**src/rtl/fxp_out_buffer_if.sv**
```systemverilog
`default_nettype none
// ============================================================================
// Module   : fxp_out_buffer_if
// Brief    : Sample input, status and ready/valid output bundle for fxp_out_buffer.
// Revision : 1.0
// ============================================================================
interface fxp_out_buffer_if #(
  parameter int IN_W  = 24,
  parameter int OUT_W = 14,
  parameter int DEPTH = 8
);
  logic [IN_W-1:0]          in;
  logic                     valid;
  logic                     clr;
  logic [OUT_W-1:0]         out;
  logic                     out_valid;
  logic                     out_ready;
  logic [$clog2(DEPTH):0]   count;
  logic                     full;
  logic                     overflow;
  logic                     sat;

  modport master (
    output in, valid, clr, out_ready,
    input  out, out_valid, count, full, overflow, sat
  );

  modport slave (
    input  in, valid, clr, out_ready,
    output out, out_valid, count, full, overflow, sat
  );
endinterface
`default_nettype wire

```
**src/rtl/fxp_out_buffer.sv**
```systemverilog
`default_nettype none
// ============================================================================
// Module   : fxp_out_buffer
// Brief    : Drops LSBs of the filter result (rounding when OUTPUT_ROUND_EN is
//            defined, truncation otherwise), saturates, and queues the result
//            in a first-word-fall-through FIFO with a ready/valid output.
// Revision : 1.0
// ============================================================================
module fxp_out_buffer #(
  parameter int IN_W  = 24,
  parameter int OUT_W = 14,
  parameter int DEPTH = 8
) (
  input  logic               clk,
  input  logic               rst,
  fxp_out_buffer_if.slave    bus
);
  localparam int c_D  = IN_W - OUT_W;
  localparam int c_AW = $clog2(DEPTH);
  localparam logic [c_AW:0] c_DEPTH = (c_AW + 1)'(DEPTH);

  logic signed [IN_W:0]   w_ext;
  logic signed [IN_W:0]   w_q;
  logic [IN_W-OUT_W+1:0]  w_hi;
  logic                   w_clip;
  logic [OUT_W-1:0]       w_red;
  logic                   w_outValid;
  logic                   w_pop;
  logic                   w_full;
  logic                   w_wrEn;

  logic                   r_qv;
  logic [OUT_W-1:0]       r_qData;
  logic [OUT_W-1:0]       r_mem [DEPTH];
  logic [c_AW-1:0]        r_wrPtr;
  logic [c_AW-1:0]        r_rdPtr;
  logic [c_AW:0]          r_count;
  logic                   r_sat;
  logic                   r_overflow;

  assign w_ext = {bus.in[IN_W-1], bus.in};

`ifdef OUTPUT_ROUND_EN
  localparam logic signed [IN_W:0] c_HALF = (IN_W + 1)'(1) << (c_D - 1);
  assign w_q = (w_ext + c_HALF) >>> c_D;
`else
  assign w_q = w_ext >>> c_D;
`endif

  // In range only when every bit from the output sign upward agrees.
  assign w_hi   = w_q[IN_W:OUT_W-1];
  assign w_clip = !((&w_hi) || !(|w_hi));
  assign w_red  = !w_clip      ? w_q[OUT_W-1:0] :
                  w_q[IN_W]    ? {1'b1, {(OUT_W-1){1'b0}}} :
                                 {1'b0, {(OUT_W-1){1'b1}}};

  assign w_outValid = (r_count != '0);
  assign w_full     = (r_count == c_DEPTH);
  assign w_pop      = w_outValid && bus.out_ready;
  // A full FIFO still takes the sample when the head leaves in the same cycle.
  assign w_wrEn     = r_qv && (!w_full || w_pop);

  always_ff @(posedge clk or posedge rst) begin
    if (rst) begin
      r_qv       <= 1'b0;
      r_qData    <= '0;
      r_wrPtr    <= '0;
      r_rdPtr    <= '0;
      r_count    <= '0;
      r_sat      <= 1'b0;
      r_overflow <= 1'b0;
    end else begin
      r_qv <= bus.valid;
      if (bus.valid) begin
        r_qData <= w_red;
      end
      if (w_wrEn) begin
        r_wrPtr <= r_wrPtr + 1'b1;
      end
      if (w_pop) begin
        r_rdPtr <= r_rdPtr + 1'b1;
      end
      case ({w_wrEn, w_pop})
        2'b10:   r_count <= r_count + 1'b1;
        2'b01:   r_count <= r_count - 1'b1;
        default: r_count <= r_count;
      endcase
      if (bus.valid && w_clip) begin
        r_sat <= 1'b1;
      end else if (bus.clr) begin
        r_sat <= 1'b0;
      end
      if (r_qv && !w_wrEn) begin
        r_overflow <= 1'b1;
      end else if (bus.clr) begin
        r_overflow <= 1'b0;
      end
    end
  end

  always_ff @(posedge clk) begin
    if (w_wrEn) begin
      r_mem[r_wrPtr] <= r_qData;
    end
  end

  assign bus.out       = w_outValid ? r_mem[r_rdPtr] : '0;
  assign bus.out_valid = w_outValid;
  assign bus.count     = r_count;
  assign bus.full      = w_full;
  assign bus.overflow  = r_overflow;
  assign bus.sat       = r_sat;
endmodule
`default_nettype wire

```
**src/flat_wrapper.sv**
```systemverilog
// flat-port wrapper written by rule: the top's interface ports become plain ports
module fxp_out_buffer_flat 
#(
  parameter int IN_W  = 24,
  parameter int OUT_W = 14,
  parameter int DEPTH = 8
)
  (clk, rst, bus_in, bus_valid, bus_clr, bus_out_ready, bus_out, bus_out_valid, bus_count, bus_full, bus_overflow, bus_sat);
  fxp_out_buffer_if #(.IN_W(IN_W), .OUT_W(OUT_W), .DEPTH(DEPTH)) bus_i ();
  input  logic clk;
  input  logic rst;
  input wire logic [$bits(bus_i.in)-1:0] bus_in;
  input wire logic [$bits(bus_i.valid)-1:0] bus_valid;
  input wire logic [$bits(bus_i.clr)-1:0] bus_clr;
  input wire logic [$bits(bus_i.out_ready)-1:0] bus_out_ready;
  output wire logic [$bits(bus_i.out)-1:0] bus_out;
  output wire logic [$bits(bus_i.out_valid)-1:0] bus_out_valid;
  output wire logic [$bits(bus_i.count)-1:0] bus_count;
  output wire logic [$bits(bus_i.full)-1:0] bus_full;
  output wire logic [$bits(bus_i.overflow)-1:0] bus_overflow;
  output wire logic [$bits(bus_i.sat)-1:0] bus_sat;
  assign bus_i.in = bus_in;
  assign bus_i.valid = bus_valid;
  assign bus_i.clr = bus_clr;
  assign bus_i.out_ready = bus_out_ready;
  assign bus_out = bus_i.out;
  assign bus_out_valid = bus_i.out_valid;
  assign bus_count = bus_i.count;
  assign bus_full = bus_i.full;
  assign bus_overflow = bus_i.overflow;
  assign bus_sat = bus_i.sat;
  fxp_out_buffer #(.IN_W(IN_W), .OUT_W(OUT_W), .DEPTH(DEPTH)) u_core (.clk(clk), .rst(rst), .bus(bus_i));
endmodule
```
**config.mk**
```make
export PLATFORM = sky130hd
export DESIGN_NAME = fxp_out_buffer_flat
export DESIGN_NICKNAME = d
export VERILOG_FILES = /design/src/rtl/fxp_out_buffer_if.sv /design/src/rtl/fxp_out_buffer.sv /design/src/flat_wrapper.sv
export SDC_FILE = /design/constraint.sdc
export NUM_CORES = 1
export LEC_CHECK = 0
export BUFFER_PORTS_ARGS = -buffer_cell sky130_fd_sc_hd__buf_2
export CORE_ASPECT_RATIO = 1.5
export CORE_UTILIZATION = 57
export CTS_CLUSTER_DIAMETER = 120
export DETAILED_ROUTE_END_ITERATION = 8
export PLACE_DENSITY = 0.77
export SETUP_SLACK_MARGIN = 0.4
export SYNTH_ARGS = -nofsm -noshare
export SYNTH_HDL_FRONTEND = slang
export SYNTH_SLANG_ARGS = --single-unit
export TNS_END_PERCENT = 5
```
**constraint.sdc**
```tcl
create_clock -name clk -period 4.1 [get_ports clk]
set_clock_uncertainty 0.2 [all_clocks]
set_input_delay 0.205 -clock clk [delete_from_list [all_inputs] [get_ports clk]]
set_output_delay 0.205 -clock clk [all_outputs]
set_load 0.01 [all_outputs]
```
==> metrics.txt <==
vias in the first global route=2,888; LEAKAGE=about 2.5 nW; final setup margin=1.06 ns; CTS tree=yes; Syn Inst Count=283; IO Pins=51; ys async rst share=18.8%; startpoint types=flip-flop; delay of the slowest cell on the worst path=0.45 ns; part of the Yosys area used for sequential elements=between 70 and 80%; worst slew pin tran=slightly above 1 ns; IO buf count=39; Max Slew Vio Count=0; max cap viols=0; RSZ-0062 raised after global routing=no; GRT Overall Usage=about a quarter; Final Cycle Share=74.3%; Power Total=just under 5 mW; Yosys top cell by area=edfxtp_1; Critical path buffers and inverters=1; Yosys Warn Count=0; WP data required=around 4.2 ns; Worst-Skew Late Latency=0.42 ns; share of cells above drive strength 1=39.1%; Die Wd=82.4 um; area grow syn2layout=21.7%; Critical Path End Type=flip-flop; largest net degree at the start of global routing=31; EDFF count, synth=112; Placed Area=just under 0.006 mm^2; Crit Path Class=reg -> reg; clk slew on worst S/H paths=0.06 ns; setup violators final=0; arrival time worst endpoint=3.15 ns; synth cell count leaders=edfxtp_1 (112), mux4_2 (28), dfrtp_1 (26); max_slew headroom=a little under a third; Pre-antenna DRT Iters=4; CTS resizes=0; Synth top area share=between 60% and 70%; Via density=5.88; Hold Violations, Final=0; Num Clock Sinks=138; total CTS buffers=17; # diodes=0; Post-DP HPWL=5950 um; worst vdd ir=~0.57 mV; remaining global-route overflow=0; initial antenna violation count=0; min cycle time layout=3.04 ns; Die Y=123 um; Crit path max-delay family=simple AND/OR/NAND/NOR gates; nets=387; Pwr per Cell Area=737 mW/mm^2; unique cell type count in the Yosys netlist=35; drt drc=0; site row count=43; Iter 0 DRT Violations=between 100 and 150; Initial Util=between 50% and 60%; CTS Root Cell=clkbuf_16; syn nets=317; worst min-delay path category=in -> reg; CP max FO=6; most numerous cell in the Yosys netlist=edfxtp_1; Slowest cell on crit path=or3_4; H-tree level count=4; synthesized area=roughly 0.0055 mm^2; worst hold margin=0.0120 ns; synth top area cells=edfxtp_1 (61%), dfrtp_1 (12%), mux4_2 (11%); status=completed; top_reg_cell synth=edfxtp_1; Finished Cell Area=0.00672 mm^2; achievable frequency=~330 MHz; setup_tns=0 ns; via count=2,813; die footprint=0.0101 mm^2; wire per inst=21.7 um; post-route ant nets=0; first-pass GRT wire length=between 15,000 and 20,000 um; DP Worst Slack=about 1.0 ns; register bit total from synthesis=138; Cell Chain, Critical Path=or3_4, nor2_4, inv_1, nand2_1, nor2_1, ha_1, a21o_1, a21oi_1, mux2_2, a211o_2; CTS max path bufs=2; post-synthesis average cell area=19.5 um^2; core area=0.00931 mm^2; Final Wtd Congestion=between 0.7 and 0.8; FF-to-FF setup slack=~1.1 ns; Total Wirelength=10,400 um
## layer usage
layer  up-vias  track usage [%]  share of wire (%)
li1       1249                -                  -
met1      1448             29.2                 39
met2        96             37.7                 53
met3        20             7.06                5.5
met4         0             11.4                2.2
met5         -                0                  0
## layout make-up
type,count,area (um^2)
Sequential cell,138,4020
Fill cell,582,2580
Multi-Input combinational cell,125,1460
Clock buffer,19,453
Timing Repair Buffer,65,433
Clock inverter,13,198
Tap cell,112,140
Inverter,6,22.5
## path summary, 6_finish.rpt
path,start,endpoint,cells past startpoint
worst max-delay path,u_core.bus.count[0]$_DFFE_PP0P_,u_core.bus.count[3]$_DFFE_PP0P_,10
worst min-delay path,bus_out_ready,u_core.r_rdPtr[2]$_DFFE_PP0P_,3
worst max register to register,u_core.bus.count[0]$_DFFE_PP0P_,u_core.bus.count[3]$_DFFE_PP0P_,10
worst min register to register,u_core.bus.overflow$_DFFE_PP0P_,u_core.bus.overflow$_DFFE_PP0P_,2
max in group asynchronous,rst,u_core.r_rdPtr[0]$_DFFE_PP0P_,4
min in group asynchronous,rst,u_core.r_qData[7]$_DFFE_PP0P_,4
## cells in the final DEF (no fill, tap or decap), types with 6 or more instances in the layout
cell type | netlist | routed
mux2i_1 | 15 | 15
nand2_1 | 9 | 9
nor2_1 | 16 | 15
buf_2 | 4 | 39
mux4_2 | 28 | 28
edfxtp_1 | 112 | 112
inv_1 | 6 | 6
buf_4 | 4 | 9
xnor2_1 | 6 | 6
mux2_2 | 17 | 17
dfrtp_1 | 26 | 25
dlygate4sd3_1 | 0 | 17
clkbuf_16 | 0 | 17
## worst register-to-register path, delay by kind of cell (launching register included)
family	cells	cell delay, ns
flops	1	0.44
fa+ha+maj	1	0.30
mux	1	0.37
simple gates	4	0.79
buf+inv	1	0.06
compound gates	3	0.78
## timing repair
item | CTS | global route
hold buffers | 17 | 0
endpoints found under the hold margin | 42 | 0
buffers inserted | 0 | 0
## where the power goes
group	switching, mW	leakage [nW]	internal (mW)
Combinational	0.577	0.821	0.655
Sequential	0.293	1.32	1.78
Clock	0.548	0.316	1.10
Total	1.42	2.46	3.54
## per-stage QoR
step	instances	util (%)
after detailed placement	429	63.4
after floorplan	283	-
after CTS	478	72.2
after global placement	429	63.4
final	478	72.2
after global routing	478	72.2
## cell families (layout without fill, tap and decap cells)
group,Yosys count,in the layout,synth area share [%]
flip-flops,138,138,72.6
multiplexers,60,60,17.6
AND/OR/NAND/NOR,43,43,4.08
buffers and inverters,20,103,1.72
AO/OA/AOI/OAI,9,9,1.52
XOR/XNOR,7,7,1.11
adder cells (fa/ha/maj),5,5,1.27
other,1,1,0.0679
## registers in the layout, summed over array words and instances, names as in the netlist
name,count
u_core.r_rdPtr,3
u_core.bus.count,4
u_core.r_wrPtr,3
u_core.r_mem,112
u_core.bus.overflow,1
u_core.r_qData,14
u_core.r_qv,1
Note: power is estimated with default switching activity, not from simulation.
